`src/rtl/eth_rx_addr_filter.sv`:
```
// Destination-address filter on the MAC RX byte stream: holds the 6-byte DA, decides accept/drop
// per frame, forwards accepted frames 6 beats late and keeps per-frame statistics.
module eth_rx_addr_filter #(
  parameter int unsigned CNT_WIDTH     = 32,
  parameter bit          RESET_PROMISC = 1'b0
) (
  input  logic                 rx_clk,
  input  logic                 rx_rst,
  input  logic [7:0]           s_axis_tdata,
  input  logic                 s_axis_tvalid,
  input  logic                 s_axis_tlast,
  input  logic                 s_axis_tuser,
  output logic [7:0]           m_axis_tdata,
  output logic                 m_axis_tvalid,
  output logic                 m_axis_tlast,
  output logic                 m_axis_tuser,
  input  logic [47:0]          cfg_local_mac,
  input  logic                 cfg_promisc,
  input  logic                 cfg_accept_bcast,
  input  logic                 cfg_accept_mcast,
  output logic [CNT_WIDTH-1:0] stat_frames_ok,
  output logic [CNT_WIDTH-1:0] stat_frames_filt,
  output logic [CNT_WIDTH-1:0] stat_frames_runt,
  output logic                 stat_overrun
);

  typedef enum logic [2:0] {
    ST_IDLE  = 3'd0,
    ST_HDR   = 3'd1,
    ST_PASS  = 3'd2,
    ST_DROP  = 3'd3,
    ST_FLUSH = 3'd4
  } state_t;

  localparam logic [CNT_WIDTH-1:0] CNT_ONE    = CNT_WIDTH'(1);
  localparam logic [47:0]          BCAST_ADDR = 48'hFFFF_FFFF_FFFF;

  state_t               state_q, state_d;
  logic [7:0]           buf_data_q [6];
  logic [7:0]           buf_data_d [6];
  logic [5:0]           buf_last_q, buf_last_d;
  logic [5:0]           buf_user_q, buf_user_d;
  logic [2:0]           idx_q, idx_d;
  logic [47:0]          mac_q, mac_d;
  logic                 promisc_q, promisc_d;
  logic                 bcast_q, bcast_d;
  logic                 mcast_q, mcast_d;
  logic                 ovr_frame_q, ovr_frame_d;
  logic [7:0]           m_data_q, m_data_d;
  logic                 m_valid_q, m_valid_d;
  logic                 m_last_q, m_last_d;
  logic                 m_user_q, m_user_d;
  logic [CNT_WIDTH-1:0] ok_q, ok_d;
  logic [CNT_WIDTH-1:0] filt_q, filt_d;
  logic [CNT_WIDTH-1:0] runt_q, runt_d;
  logic                 overrun_q, overrun_d;
  logic [47:0]          da_s;
  logic                 accept_s;

  // DA is complete while byte 5 is on the input: bytes 0..4 sit in the buffer.
  assign da_s = {buf_data_q[0], buf_data_q[1], buf_data_q[2], buf_data_q[3], buf_data_q[4], s_axis_tdata};
  assign accept_s = promisc_q
                  | (da_s == mac_q)
                  | (bcast_q & (da_s == BCAST_ADDR))
                  | (mcast_q & da_s[40] & (da_s != BCAST_ADDR));

  // Next-state, buffer, output and statistics logic.
  always_comb begin
    state_d     = state_q;
    buf_data_d  = buf_data_q;
    buf_last_d  = buf_last_q;
    buf_user_d  = buf_user_q;
    idx_d       = idx_q;
    mac_d       = mac_q;
    promisc_d   = promisc_q;
    bcast_d     = bcast_q;
    mcast_d     = mcast_q;
    ovr_frame_d = ovr_frame_q;
    m_data_d    = 8'h00;
    m_valid_d   = 1'b0;
    m_last_d    = 1'b0;
    m_user_d    = 1'b0;
    ok_d        = ok_q;
    filt_d      = filt_q;
    runt_d      = runt_q;
    overrun_d   = 1'b0;
    case (state_q)
      ST_IDLE: begin
        if (s_axis_tvalid) begin
          buf_data_d[0] = s_axis_tdata;
          buf_last_d    = 6'b00_0000;
          buf_user_d    = 6'b00_0000;
          mac_d         = cfg_local_mac;
          promisc_d     = cfg_promisc;
          bcast_d       = cfg_accept_bcast;
          mcast_d       = cfg_accept_mcast;
          idx_d         = 3'd1;
          if (s_axis_tlast) begin
            runt_d  = runt_q + CNT_ONE;
            idx_d   = 3'd0;
            state_d = ST_IDLE;
          end else begin
            state_d = ST_HDR;
          end
        end else begin
          state_d = ST_IDLE;
        end
      end
      ST_HDR: begin
        if (s_axis_tvalid) begin
          buf_data_d[idx_q] = s_axis_tdata;
          buf_last_d[idx_q] = s_axis_tlast;
          buf_user_d[idx_q] = s_axis_tlast & s_axis_tuser;
          if (idx_q == 3'd5) begin
            idx_d = 3'd0;
            if (accept_s) begin
              ovr_frame_d = 1'b0;
              state_d     = s_axis_tlast ? ST_FLUSH : ST_PASS;
            end else begin
              filt_d  = filt_q + CNT_ONE;
              state_d = s_axis_tlast ? ST_IDLE : ST_DROP;
            end
          end else if (s_axis_tlast) begin
            runt_d     = runt_q + CNT_ONE;
            buf_last_d = 6'b00_0000;
            buf_user_d = 6'b00_0000;
            idx_d      = 3'd0;
            state_d    = ST_IDLE;
          end else begin
            idx_d   = idx_q + 3'd1;
            state_d = ST_HDR;
          end
        end else begin
          state_d = ST_HDR;
        end
      end
      ST_PASS: begin
        if (s_axis_tvalid) begin
          m_valid_d = 1'b1;
          m_data_d  = buf_data_q[0];
          m_last_d  = buf_last_q[0];
          m_user_d  = buf_user_q[0];
          for (int i = 0; i < 5; i++) begin
            buf_data_d[i] = buf_data_q[i+1];
          end
          buf_data_d[5] = s_axis_tdata;
          buf_last_d    = {s_axis_tlast, buf_last_q[5:1]};
          buf_user_d    = {s_axis_tlast & s_axis_tuser, buf_user_q[5:1]};
          if (s_axis_tlast) begin
            idx_d       = 3'd0;
            ovr_frame_d = 1'b0;
            state_d     = ST_FLUSH;
          end else begin
            state_d = ST_PASS;
          end
        end else begin
          state_d = ST_PASS;
        end
      end
      ST_FLUSH: begin
        m_valid_d = 1'b1;
        m_data_d  = buf_data_q[0];
        m_last_d  = buf_last_q[0];
        m_user_d  = buf_user_q[0];
        for (int i = 0; i < 5; i++) begin
          buf_data_d[i] = buf_data_q[i+1];
        end
        buf_data_d[5] = 8'h00;
        buf_last_d    = {1'b0, buf_last_q[5:1]};
        buf_user_d    = {1'b0, buf_user_q[5:1]};
        if (buf_last_q[0]) begin
          ok_d = ok_q + CNT_ONE;
        end else begin
          ok_d = ok_q;
        end
        // A beat arriving now is lost; remember whether its frame still has beats to discard.
        if (s_axis_tvalid) begin
          overrun_d   = 1'b1;
          ovr_frame_d = ~s_axis_tlast;
        end else begin
          ovr_frame_d = ovr_frame_q;
        end
        if (idx_q == 3'd5) begin
          idx_d   = 3'd0;
          state_d = ovr_frame_d ? ST_DROP : ST_IDLE;
        end else begin
          idx_d   = idx_q + 3'd1;
          state_d = ST_FLUSH;
        end
      end
      ST_DROP: begin
        if (s_axis_tvalid && s_axis_tlast) begin
          state_d = ST_IDLE;
        end else begin
          state_d = ST_DROP;
        end
      end
      default: begin
        state_d = ST_IDLE;
      end
    endcase
  end

  // State, buffer, configuration latch, output and counter registers.
  always_ff @(posedge rx_clk or posedge rx_rst) begin
    if (rx_rst) begin
      state_q     <= ST_IDLE;
      buf_data_q  <= '{default: 8'h00};
      buf_last_q  <= 6'b00_0000;
      buf_user_q  <= 6'b00_0000;
      idx_q       <= 3'd0;
      mac_q       <= 48'h0000_0000_0000;
      promisc_q   <= RESET_PROMISC;
      bcast_q     <= 1'b0;
      mcast_q     <= 1'b0;
      ovr_frame_q <= 1'b0;
      m_data_q    <= 8'h00;
      m_valid_q   <= 1'b0;
      m_last_q    <= 1'b0;
      m_user_q    <= 1'b0;
      ok_q        <= '0;
      filt_q      <= '0;
      runt_q      <= '0;
      overrun_q   <= 1'b0;
    end else begin
      state_q     <= state_d;
      buf_data_q  <= buf_data_d;
      buf_last_q  <= buf_last_d;
      buf_user_q  <= buf_user_d;
      idx_q       <= idx_d;
      mac_q       <= mac_d;
      promisc_q   <= promisc_d;
      bcast_q     <= bcast_d;
      mcast_q     <= mcast_d;
      ovr_frame_q <= ovr_frame_d;
      m_data_q    <= m_data_d;
      m_valid_q   <= m_valid_d;
      m_last_q    <= m_last_d;
      m_user_q    <= m_user_d;
      ok_q        <= ok_d;
      filt_q      <= filt_d;
      runt_q      <= runt_d;
      overrun_q   <= overrun_d;
    end
  end

  assign m_axis_tdata     = m_data_q;
  assign m_axis_tvalid    = m_valid_q;
  assign m_axis_tlast     = m_last_q;
  assign m_axis_tuser     = m_user_q;
  assign stat_frames_ok   = ok_q;
  assign stat_frames_filt = filt_q;
  assign stat_frames_runt = runt_q;
  assign stat_overrun     = overrun_q;

endmodule

```
`config.mk`:
```
export PLATFORM = sky130hd
export DESIGN_NAME = eth_rx_addr_filter
export DESIGN_NICKNAME = d
export VERILOG_FILES = /design/src/rtl/eth_rx_addr_filter.sv
export SDC_FILE = /design/constraint.sdc
export NUM_CORES = 1
export LEC_CHECK = 0
export ABC_AREA = 1
export CAP_MARGIN = 20
export CELL_PAD_IN_SITES_DETAIL_PLACEMENT = 2
export CELL_PAD_IN_SITES_GLOBAL_PLACEMENT = 2
export CORE_UTILIZATION = 33
export DETAILED_ROUTE_END_ITERATION = 6
export PLACE_DENSITY_LB_ADDON = 0.1
export SLEW_MARGIN = 20
export SYNTH_ARGS = -nofsm -noshare
export SYNTH_HDL_FRONTEND = slang
export SYNTH_SLANG_ARGS = --single-unit
```
`constraint.sdc`:
```
create_clock -name rx_clk -period 9.7 [get_ports rx_clk]
set_input_delay 0.97 -clock rx_clk [delete_from_list [all_inputs] [get_ports rx_clk]]
set_output_delay 0.97 -clock rx_clk [all_outputs]
set_load 0.1 [all_outputs]
```
==> results, run 1 <==
- The Yosys step of the flow raised 0 warnings.
- The maximum clock rate is 307.0 MHz.
- 172 I/O pins were placed.
- The cell with the most instances after synthesis is sky130_fd_sc_hd__nand2_1.
- The cell family contributing the most delay on the critical path is buffers and inverters.
- The clock period minus worst slack is 3.257 ns.
- The commonest cells after synthesis are sky130_fd_sc_hd__nand2_1 (361), sky130_fd_sc_hd__dfrtp_1 (226), sky130_fd_sc_hd__inv_1 (154), sky130_fd_sc_hd__nor2_1 (118), sky130_fd_sc_hd__nand3_1 (104).
- STA classifies the critical path endpoint as a primary output.
- The analysis attributes to cell leakage a power of 6.652 nW.
- Summed over all layers, the global routing overflow is 0.
- Setup repair after global routing left no endpoint under its margin.
- In this run the tightest slew margin relative to its limit is 31.12%.
- Entering global routing, the biggest net connects 104 pins.
- In this run the vertical extent of the chip is 191.9 microns.
- The number of nets at the end of the flow is 1664.
- The stage delay of the slowest cell on the critical path is 1.20 ns.
- The initial antenna violation count came to 0.
- The via count of the first global-routing pass is 11278.
- The number of hold buffers added after CTS was 0.
- The average instance in the mapped netlist occupies 8.301 sq um.
- Clock latency on the worst-skew pair, taken at its later pin, is 0.55 ns.
- Cells fill 42.11% of the core in the end.
- In the routed layout, each cell is associated on average with a via count of 4.952.
- The launch instance of the worst register-to-register path is state_q[1].
- The number of buffers added on ports is 171.
- The post-synthesis async set-or-reset flop share is 100.0%.
- The floorplan die area is 36810 sq um.
- The share of synthesized area in the top cell type comes to 47.54%.
- The horizontal extent of the die is 191.9 microns.
- The number of buffers inserted by post-CTS setup repair is 0.
- The iteration-0 DRC count of the detailed router is 344.
- The most critical setup path has its endpoint at stat_frames_filt[18].
- The per-cell routed wire length is 18.53 microns.
- The worst hold path cell count is 2.
- The required time of the critical path is 8.73 ns.
- The root buffer cell is sky130_fd_sc_hd__clkbuf_16.
- Among all stages on the critical path, the largest delay is contributed by sky130_fd_sc_hd__clkdlybuf4s50_1.
- The maximum clock insertion buffer count is 3.
- Tracing the worst setup path back leads to its startpoint at stat_frames_filt[18].
- For this run, design rule violations remaining after detail routing come to 0.
- The synthesized netlist net count is 1502.
- The overall track demand over capacity in global routing is 21.38%.
- The power density relative to cell area is 232.4 nW/um^2.
- The post-synthesis cell area is 11900 sq um.
- Summing over every cut layer, the via total after detailed routing is 10286.
- The critical path goes through clkdlybuf4s50_1.
- The wire length of the first global-routing pass is 62.20 mm.
- STA classifies the critical path startpoint as a register.
- The clock-pin slew of the registers on the worst-case setup and hold paths is 0.06 ns.
- The final critical-path share of the clock period is 33.58%.
- The most used flip-flop cell after synthesis is sky130_fd_sc_hd__dfrtp_1.
- The area of the core region is 35480 sq um.
- The final setup violation count is 0.
- The placement row count is 69.
- In the final layout, the share of cells above drive strength 1 is 8.540%.
- The largest total area in the synthesized netlist belongs to sky130_fd_sc_hd__dfrtp_1.
- In this run, synthesis inferred 0 flip-flops with an integrated enable.
- The completed layout was analyzed and its total power is 3.473 mW.
- The count of final hold-check violations was 0.
- The type of the worst setup path is reg -> out.
- In this run, CTS created clock tree buffers numbering 28.
- The filler cell count is 3978.
- The first TritonRoute pass finished after 4 iterations.
- The sequential cell area fraction in the yosys report is 47.54%.
- The maximum clock skew at final layout is 0.01752 ns.
- The total area of sequential cells is 5655 sq um.
- The overall routed net length is 38.49 mm.
- Counting cells, the worst reg-to-reg path comes to 12.
- Summing all multi-input logic gate instances after layout gives 5390 sq um.
- The actual transition at the worst max-transition pin is 1.030 ns.
- From synthesis to final layout, the design area changed by 25.61%.
- The synthesized design contains 226 register bits.
- The worst hold path class is reg -> reg.
- Ranked by total cell area, the synthesized netlist is headed by sky130_fd_sc_hd__dfrtp_1 (48%), sky130_fd_sc_hd__nand2_1 (11%), sky130_fd_sc_hd__inv_1 (4.9%).
- The initial utilization of the core area, before any placement, comes to 33.52%.
- Gates resized during post-CTS repair numbered 0.
- Across the run, the number of max-cap violations was 0.
- The data arrival time of the critical path is 2.29 ns.
- The flow ran to the end, and the final reports show no timing, DRC or antenna violations.
- The gate count of the mapped netlist is 1433.
- The netlist uses 46 different library cells.
- In this run the critical register-to-register path is captured at idx_q[2].
- The setup slack of the worst register-to-register path is 7.07 ns.
- In this run the number of cells on the critical path is 1.
- The count of nets left with antenna violations once routing finished came out at 0.
- The count of antenna diodes in the layout is 0.
- The number of max-slew violations in the final report is 0.
- Adding up every negative setup slack in the final design gives 0 ns.
- The worst-case vdd ir drop is 0.1430 mV.
- Summed over all nets, the half-perimeter wirelength after detailed placement is 28.43 mm.
- The combined buffer and inverter count along the critical path is 1.
- TritonCTS built the clock tree.
- The number of clock sinks is 226.
- The biggest fanout along the worst timing path is 9.
- The final RePlAce weighted congestion is 0.7896.
- The level count of the clock H-tree is 1.
-- area by class of cell --
type / count / share of cell area, %
Clock inverter: 8 / 0.6197
Tap cell: 461 / 3.860
Timing Repair Buffer: 176 / 11.71
Clock buffer: 43 / 5.677
Sequential cell: 226 / 37.85
Inverter: 165 / 4.212
Multi-Input combinational cell: 998 / 36.07
-- cells by family after synthesis --
| logic type | synth area share (%) |
|---|---|
| compound gates | 7.763 |
| xor+xnor | 8.467 |
| fa+ha+maj | 0.5259 |
| buf+inv | 7.268 |
| flops | 47.54 |
| mux | 2.745 |
| simple gates | 25.69 |
-- how the worst min path moves through the flow --
stage | startpoint | to
after floorplan | ovr_frame_q | ovr_frame_q
after global placement | ovr_frame_q | ovr_frame_q
after detailed placement | ovr_frame_q | ovr_frame_q
after CTS | ovr_frame_q | ovr_frame_q
after global routing | ovr_frame_q | ovr_frame_q
final | ovr_frame_q | ovr_frame_q
-- layout by cell type, fill, tap and decap left out, drive strengths merged, types with 23 or more instances in the layout --
cell,instances
clkbuf,43
nor3,31
dfrtp,226
mux2,29
xnor2,64
nand2,370
nand4,23
nand3,109
xor2,51
clkdlybuf4s50,171
o21ai,127
inv,164
nor2,132
-- worst register-to-register path, cell delays in order, from the launching register on --
cell	delay, ns
sky130_fd_sc_hd__dfrtp_1	0.42
sky130_fd_sc_hd__nor2_2	0.15
sky130_fd_sc_hd__nand2_1	0.12
sky130_fd_sc_hd__nor2_4	0.09
sky130_fd_sc_hd__buf_4	0.63
sky130_fd_sc_hd__o21ai_4	0.27
sky130_fd_sc_hd__inv_2	0.30
sky130_fd_sc_hd__o21ai_2	0.12
sky130_fd_sc_hd__inv_1	0.14
sky130_fd_sc_hd__nand2_1	0.08
sky130_fd_sc_hd__nand2_1	0.07
sky130_fd_sc_hd__nand2_1	0.06
sky130_fd_sc_hd__a21oi_1	0.11
-- power breakdown --
group	internal [mW]	switching, mW	total [mW]
sequential	1.16	0.193	1.36
combinational	0.361	0.687	1.05
clock	0.650	0.416	1.07
total	2.18	1.30	3.47
-- metal layers --
metal	vias up	GRT usage [%]	routed length (microns)
li1	4934	-	-
met1	5161	28.50	17660
met2	155	37.38	19190
met3	36	2.229	1003
met4	0	4.182	633
met5	-	0	0
-- stage by stage --
stage                     cells  area (sq um)  hold WS, ns  setup slack (ns)
final                      2077         14940       0.4747             6.443
after global routing       2077         14940       0.5060             6.128
after CTS                  2077         14940       0.4851             6.410
after detailed placement   2026         14000       0.4725             5.836
after global placement     2026         14000       0.4598             5.901
after floorplan            1433         11900       0.4366             2.539
Note: power is estimated with default switching activity, not from simulation.
==> run 2, diff against run 1 <==
--- a/config.mk
+++ b/config.mk
@@ -9,7 +9,7 @@
 export CAP_MARGIN = 20
 export CELL_PAD_IN_SITES_DETAIL_PLACEMENT = 2
 export CELL_PAD_IN_SITES_GLOBAL_PLACEMENT = 2
-export CORE_UTILIZATION = 33
+export CORE_UTILIZATION = 30
 export DETAILED_ROUTE_END_ITERATION = 6
 export PLACE_DENSITY_LB_ADDON = 0.1
 export SLEW_MARGIN = 20
==> constraint.sdc (replaced) <==
create_clock -name rx_clk -period 2.95 [get_ports rx_clk]
set_input_delay 0.295 -clock rx_clk [delete_from_list [all_inputs] [get_ports rx_clk]]
set_output_delay 0.295 -clock rx_clk [all_outputs]
set_load 0.1 [all_outputs]
==> results, run 2 (synthesis results as in run 1) <==
- Run status: complete, no violations (unchanged).
- The via density per instance was 4.833 (was 4.952).
- The leakage component of the power came to 6.979 nW (was 6.652 nW).
- The placement-stage cell area is 13980 sq um (was 14000 sq um).
- The summed area of non-filler cells in the final layout was 14960 sq um (was 14940 sq um).
- The count of antenna diodes in the layout came to 0 (unchanged).
- Setup repair after global routing missed its margin: false (unchanged).
- The number of detailed-route iterations in the first pass is 4 (unchanged).
- The final RePlAce weighted congestion is 0.8081 (was 0.7896).
- The clock-pin slew of the registers on the worst-case setup and hold paths is 0.06 ns (about the same).
- The data arrival time of the critical path is 2.83 ns (was 2.29 ns).
- The total I/O pin count is 172 (unchanged).
- The worst slew margin relative to its limit came to 49.90% (was 31.12%).
- The number of hold buffers added after CTS is 0 (unchanged).
- The worst-case setup slack after placement was 0.1966 ns (was 5.836 ns).
- The per-cell routed wire length was 18.70 microns (was 18.53 microns).
- The logic depth of the worst register-to-register path came to 12 (unchanged).
- The wire length of the first global-routing pass came to 65.49 mm (was 62.20 mm).
- The post-cts gate resize count was 0 (unchanged).
- The overall routed net length is 40.31 mm (was 38.49 mm).
- The post-route total power is 11.68 mW (was 3.473 mW).
- The starting utilization of the core area is 30.57% (was 33.52%).
- The launching element type of the critical path was a register (unchanged).
- The overall track demand over capacity in global routing is 20.28% (was 21.38%).
- The type of the worst setup path is reg -> reg (was reg -> out).
- The total global routing overflow is 0 (unchanged).
- The number of nets at the end of the flow is 1683 (was 1664).
- The post-route setup TNS is 0 ns (unchanged).
- The iteration-0 DRC count of the detailed router is 369 (was 344).
- The filler cell count came to 4440 (was 3978).
- The routed design could run at a clock period as short as 2.341 ns.
- The maximum clock rate is 427.2 MHz.
- The setup slack of the worst register-to-register path is 0.61 ns (was 7.07 ns).
- The relative area change from synthesis to final layout is 25.79% (was 25.61%).
- The critical path endpoint category is a register (was primary output).
- The root buffer cell is sky130_fd_sc_hd__clkbuf_16 (unchanged).
- The number of max-capacitance violations reported is 0 (unchanged).
- The required time of the critical path was 3.44 ns (was 8.73 ns).
- The biggest fanout along the worst timing path was 12 (was 9).
- The count of final hold-check violations was 0 (unchanged).
- The detailed-placement wirelength estimate came to 30.21 mm (was 28.43 mm).
- The worst hold slack is 0.1411 ns (was 0.4747 ns).
- The number of instances in the placed design is 2100 (was 2026).
- The maximum clock insertion buffer count is 3 (unchanged).
- The number of buffers inserted by post-CTS setup repair came to 0 (unchanged).
- The placement row count is 72 (was 69).
- The horizontal extent of the die came to 201.1 microns (was 191.9 microns).
- The floorplan die area is 40450 sq um (was 36810 sq um).
- The number of buffers added on ports is 171 (unchanged).
- The clock tree from TritonCTS is built (unchanged).
- The total area of multi-input combinational cells came to 5390 sq um (unchanged).
- The maximum number of pins on one net before global-route repair was 67 (was 104).
- The initial antenna violation count is 0 (unchanged).
- The final critical-path share of the clock period is 79.34%.
- The number of clock sinks is 226 (unchanged).
- The worst-skew pair later-pin latency is 0.57 ns (was 0.55 ns).
- The power density relative to cell area is 780.7 nW/um^2 (was 232.4 nW/um^2).
- The slack of the critical path came to 0.6094 ns (was 6.443 ns).
- The final setup violation count is 0 (unchanged).
- The count of vias placed by the detailed router is 10415 (was 10286).
- The final standard cell count with taps included and fillers excluded is 2155 (was 2077).
- The area of the core region came to 38920 sq um (was 35480 sq um).
- The most common cell after layout, fill and taps aside is sky130_fd_sc_hd__nand2_1 (unchanged).
- The worst hold path class is in -> async (was reg -> reg).
- The layout cell share with drive strength beyond 1 was 16.13% (was 8.540%).
- The die height is 201.1 microns (was 191.9 microns).
- The via count of the first global-routing pass is 11648 (was 11278).
- The total CTS buffers came to 30 (was 28).
- The residual DRC count is 0 (unchanged).
- The number of max-slew violations in the final report is 0 (unchanged).
- The level count of the clock H-tree is 1 (unchanged).
- The total area of sequential cells came to 5655 sq um (unchanged).
- Most frequent cells in the layout: sky130_fd_sc_hd__nand2_1 (361), sky130_fd_sc_hd__dfrtp_1 (226), sky130_fd_sc_hd__inv_1 (153) (was sky130_fd_sc_hd__nand2_1 (361), sky130_fd_sc_hd__dfrtp_1 (226), sky130_fd_sc_hd__clkdlybuf4s50_1 (171)).
- The number of antenna-violating nets in the routed design is 0 (unchanged).
- The share of the core filled with cells in the final layout was 38.45% (was 42.11%).
- The worst-case vdd ir drop is 0.4423 mV (was 0.1430 mV).
- The actual transition at the worst max-transition pin was 0.7508 ns (was 1.030 ns).
- The maximum clock skew at final layout is 0.01395 ns (was 0.01752 ns).
## run 2: cell types whose count changed in the layout (fill, tap and decap cells not counted), sizes merged
cell           delta
buf             +125
bufinv            -1
clkbuf            +7
clkdlybuf4s50   -108
clkinv            -1
inv               -1
## run 2: critical path, stage by stage (launching register included)
cell,delay (ns)
sky130_fd_sc_hd__dfrtp_1,0.44
sky130_fd_sc_hd__inv_2,0.11
sky130_fd_sc_hd__ha_1,0.19
sky130_fd_sc_hd__nand2_1,0.14
sky130_fd_sc_hd__inv_1,0.14
sky130_fd_sc_hd__nand2_4,0.14
sky130_fd_sc_hd__nand3b_4,0.21
sky130_fd_sc_hd__nor2_4,0.20
sky130_fd_sc_hd__nand2_2,0.12
sky130_fd_sc_hd__nor2_4,0.17
sky130_fd_sc_hd__nand2_2,0.12
sky130_fd_sc_hd__nor2_2,0.11
sky130_fd_sc_hd__xor2_1,0.16
## run 2: cell type report
| cell class | instances | area share [%] |
|---|---|---|
| clock buffer | 50 | 6.263 |
| clock inverter | 5 | 0.3345 |
| inverter | 165 | 4.181 |
| multi-input combinational | 998 | 36.02 |
| sequential | 226 | 37.80 |
| tap | 518 | 4.331 |
| timing repair buffer | 193 | 11.07 |
## run 2: metal layers
metal  GRT usage, %  up-vias  share of wire [%]
li1               -     4981                  -
met1          26.82     5240                 46
met2          35.24      144                 49
met3          2.511       50                2.5
met4          4.498        0                2.0
met5              0        -                  0
## run 2: power breakdown
group	internal, mW	switching (mW)
Combinational	1.24	2.29
Sequential	3.83	0.644
Clock	2.23	1.45
## run 2: final timing paths
| kind | startpoint | to |
|---|---|---|
| max | idx_q[1] | stat_frames_runt[25] |
| min | rx_rst | stat_frames_ok[7] |
| max reg2reg | idx_q[1] | stat_frames_runt[25] |
| min reg2reg | ovr_frame_q | ovr_frame_q |
| max in group asynchronous | rx_rst | stat_frames_runt[8] |
| min in group rx_clk | cfg_local_mac[24] | mac_q[24] |
==> run 3, diff against run 2 <==
==> constraint.sdc (replaced) <==
create_clock -name rx_clk -period 2.05 [get_ports rx_clk]
set_input_delay 0.205 -clock rx_clk [delete_from_list [all_inputs] [get_ports rx_clk]]
set_output_delay 0.205 -clock rx_clk [all_outputs]
set_load 0.1 [all_outputs]
==> results, run 3 (synthesis results as in run 1) <==
- The worst-skew pair later-pin latency came to 0.57 ns (about the same).
- The placement row count is 72 (unchanged).
- Most frequent cells in the layout: sky130_fd_sc_hd__nand2_1 (347), sky130_fd_sc_hd__dfrtp_1 (222), sky130_fd_sc_hd__buf_4 (195) (was sky130_fd_sc_hd__nand2_1 (361), sky130_fd_sc_hd__dfrtp_1 (226), sky130_fd_sc_hd__inv_1 (153)).
- The power density relative to cell area is 1087 nW/um^2 (was 780.7 nW/um^2).
- The clock tree from TritonCTS is built (unchanged).
- The clock period minus worst slack came to 1.947 ns (was 2.341 ns).
- The count of vias placed by the detailed router came to 10825 (was 10415).
- The maximum number of pins on one net before global-route repair is 77 (was 67).
- The maximum clock skew at final layout was 0.009875 ns (was 0.01395 ns).
- The count of final hold-check violations is 0 (unchanged).
- The total global routing overflow is 0 (unchanged).
- The iteration-0 DRC count of the detailed router is 385 (was 369).
- The met1 track utilization from global routing was 27.33% (was 26.82%).
- The layout cell share with drive strength beyond 1 is 22.36% (was 16.13%).
- The summed area of non-filler cells in the final layout is 15970 sq um (was 14960 sq um).
- The starting utilization of the core area is 30.57% (unchanged).
- The level count of the clock H-tree is 1 (unchanged).
- The per-cell routed wire length is 18.90 microns (was 18.70 microns).
- The slowest stage cell on the critical path is sky130_fd_sc_hd__dfrtp_1 (unchanged).
- The area of the core region is 38920 sq um (unchanged).
- The final RePlAce weighted congestion came to 0.8134 (was 0.8081).
- The total CTS buffers came to 30 (unchanged).
- The most congested layer reported by global routing is met2 (unchanged).
- The worst-case vdd ir drop was 0.6371 mV (was 0.4423 mV).
- Sequence of cells on the critical path: nor2_2 -> nand2_2 -> nor2_4 -> buf_6 -> nand3_4 -> nor2_4 -> nand3_2 -> inv_2 -> nand3_4 -> nor2_4 -> nand3_2 -> nand2_1 -> nand2_1 (was inv_2 -> ha_1 -> nand2_1 -> inv_1 -> nand2_4 -> nand3b_4 -> nor2_4 -> nand2_2 -> nor2_4 -> nand2_2 -> nor2_2 -> xor2_1).
- The type of the worst setup path is reg -> reg (unchanged).
- The leakage component of the power is 7.471 nW (was 6.979 nW).
- The total I/O pin count is 172 (unchanged).
- The critical path endpoint category is a register (unchanged).
- The required time of the critical path is 2.51 ns (was 3.44 ns).
- The number of detailed-route iterations in the first pass is 4 (unchanged).
- The overall track demand over capacity in global routing came to 20.89% (was 20.28%).
- The post-route setup TNS was 0 ns (unchanged).
- The placement-stage cell area is 14600 sq um (was 13980 sq um).
- The met3 usage in global routing is 2.446% (was 2.511%).
- The filler cell count was 4445 (was 4440).
- The final critical-path share of the clock period is 94.99% (was 79.34%).
- The post-route total power is 17.36 mW (was 11.68 mW).
- The detailed-placement wirelength estimate came to 31.21 mm (was 30.21 mm).
- The data arrival time of the critical path is 2.41 ns (was 2.83 ns).
- The floorplan die area came to 40450 sq um (unchanged).
- The final setup violation count came to 0 (unchanged).
- The root buffer cell is sky130_fd_sc_hd__clkbuf_16 (unchanged).
- The most common cell after layout, fill and taps aside is sky130_fd_sc_hd__nand2_1 (unchanged).
- The actual transition at the worst max-transition pin is 0.8058 ns (was 0.7508 ns).
- The cell repeated most along the worst path is sky130_fd_sc_hd__nor2_4.
- The total area of multi-input combinational cells came to 5563 sq um (was 5390 sq um).
- The wire length of the first global-routing pass came to 67.32 mm (was 65.49 mm).
- The worst hold slack is 0.1994 ns (was 0.1411 ns).
- The stage delay of the slowest cell on the critical path is 0.41 ns (was 0.44 ns).
- The initial antenna violation count came to 0 (unchanged).
- The worst hold path class is in -> reg (was in -> async).
- Run status: complete, no violations (unchanged).
- The number of max-capacitance violations reported is 0 (unchanged).
- The relative area change from synthesis to final layout is 34.26% (was 25.79%).
- The share of the core filled with cells in the final layout came to 41.04% (was 38.45%).
- The maximum clock rate is 513.6 MHz (was 427.2 MHz).
- The worst slew margin relative to its limit was 46.28% (was 49.90%).
- The global-route track usage on met2 is 36.59% (was 35.24%).
- The number of max-slew violations in the final report is 0 (unchanged).
- The number of clock sinks is 226 (unchanged).
- The biggest fanout along the worst timing path was 5 (was 12).
- The number of antenna-violating nets in the routed design is 0 (unchanged).
- The maximum clock insertion buffer count came to 3 (unchanged).
- Setup repair after global routing missed its margin: true (was false).
- The count of antenna diodes in the layout is 0 (unchanged).
- The via density per instance is 4.833 (about the same).
- The overall routed net length is 42.33 mm (was 40.31 mm).
- The die height is 201.1 microns (unchanged).
- The launching element type of the critical path was a register (unchanged).
- The number of buffers added on ports was 171 (unchanged).
- The horizontal extent of the die is 201.1 microns (unchanged).
- The residual DRC count came to 0 (unchanged).
- The via count of the first global-routing pass was 12010 (was 11648).
- The number of nets at the end of the flow was 1770 (was 1683).
- The clock-pin slew of the registers on the worst-case setup and hold paths came to 0.06 ns (about the same).
- The total area of sequential cells is 5660 sq um (was 5655 sq um).
==> run 3: cell count changes in the layout (fill, tap and decap cells not counted), moves of 4 or more <==
cell	before	now
sky130_fd_sc_hd__nor2_1	116	104
sky130_fd_sc_hd__buf_12	4	15
sky130_fd_sc_hd__nor2_2	10	15
sky130_fd_sc_hd__buf_4	126	195
sky130_fd_sc_hd__dfrtp_2	0	4
sky130_fd_sc_hd__nand2_2	6	18
sky130_fd_sc_hd__nor2_4	6	13
sky130_fd_sc_hd__dfrtp_1	226	222
sky130_fd_sc_hd__nand2_1	361	347
==> run 3: worst max-delay path, delay by kind of cell, from the launching register on <==
family	cells	cell delay, ns
flip-flops	1	0.41
buffers and inverters	2	0.23
AND/OR/NAND/NOR	11	1.18
==> run 3: stage by stage <==
step	worst slack, ns	instances
2_1_floorplan	-1.107	1433
3_3_place_gp	-0.2344	2168
3_5_place_dp	-0.3104	2168
4_1_cts	0.01257	2222
5_1_grt	-0.05817	2240
6_report	0.1028	2240
==> run 3: final timing paths <==
| check | start | slack (ns) | depth (start not counted) | end |
|---|---|---|---|---|
| setup / recovery | state_q[0] | 0.10 | 13 | stat_frames_ok[27] |
| hold / removal | cfg_local_mac[23] | 0.20 | 3 | mac_q[23] |
| setup reg to reg | state_q[0] | 0.10 | 13 | stat_frames_ok[27] |
| hold reg to reg | ovr_frame_q | 0.48 | 2 | ovr_frame_q |
| max in group asynchronous | rx_rst | 0.76 | 4 | async pin |
| min in group asynchronous | rx_rst | 0.56 | 3 | m_axis_tuser |
==> run 3: power by group <==
part | internal, mW | total (mW) | switching [mW]
sequential | 5.52 | 6.40 | 0.882
clock | 3.09 | 5.21 | 2.12
combinational | 2.22 | 5.75 | 3.54
total | 10.8 | 17.4 | 6.54
==> run 3: layout make-up <==
class / instances / share of cell area (%)
sequential: 226 / 35.44
clock inverter: 6 / 0.3682
inverter: 165 / 3.949
clock buffer: 47 / 5.610
tap: 518 / 4.058
timing repair buffer: 280 / 15.74
multi-input combinational: 998 / 34.83
==> run 3: layer usage <==
layer / up-vias / part of all wire (%) / routed length (microns)
met5: - / 0 / 0
met4: 0 / 2.2 / 917
met3: 57 / 2.6 / 1086
met2: 163 / 50 / 21040
met1: 5456 / 46 / 19290
li1: 5149 / - / -
==> run 3: timing repair <==
action	in CTS	in global routing
hold buffers	1	0
endpoints found under the hold margin	5	0
pin swaps	0	22
setup buffers	0	14
setup endpoints to repair	18	47
gates cloned	0	4
resized for setup	1	55
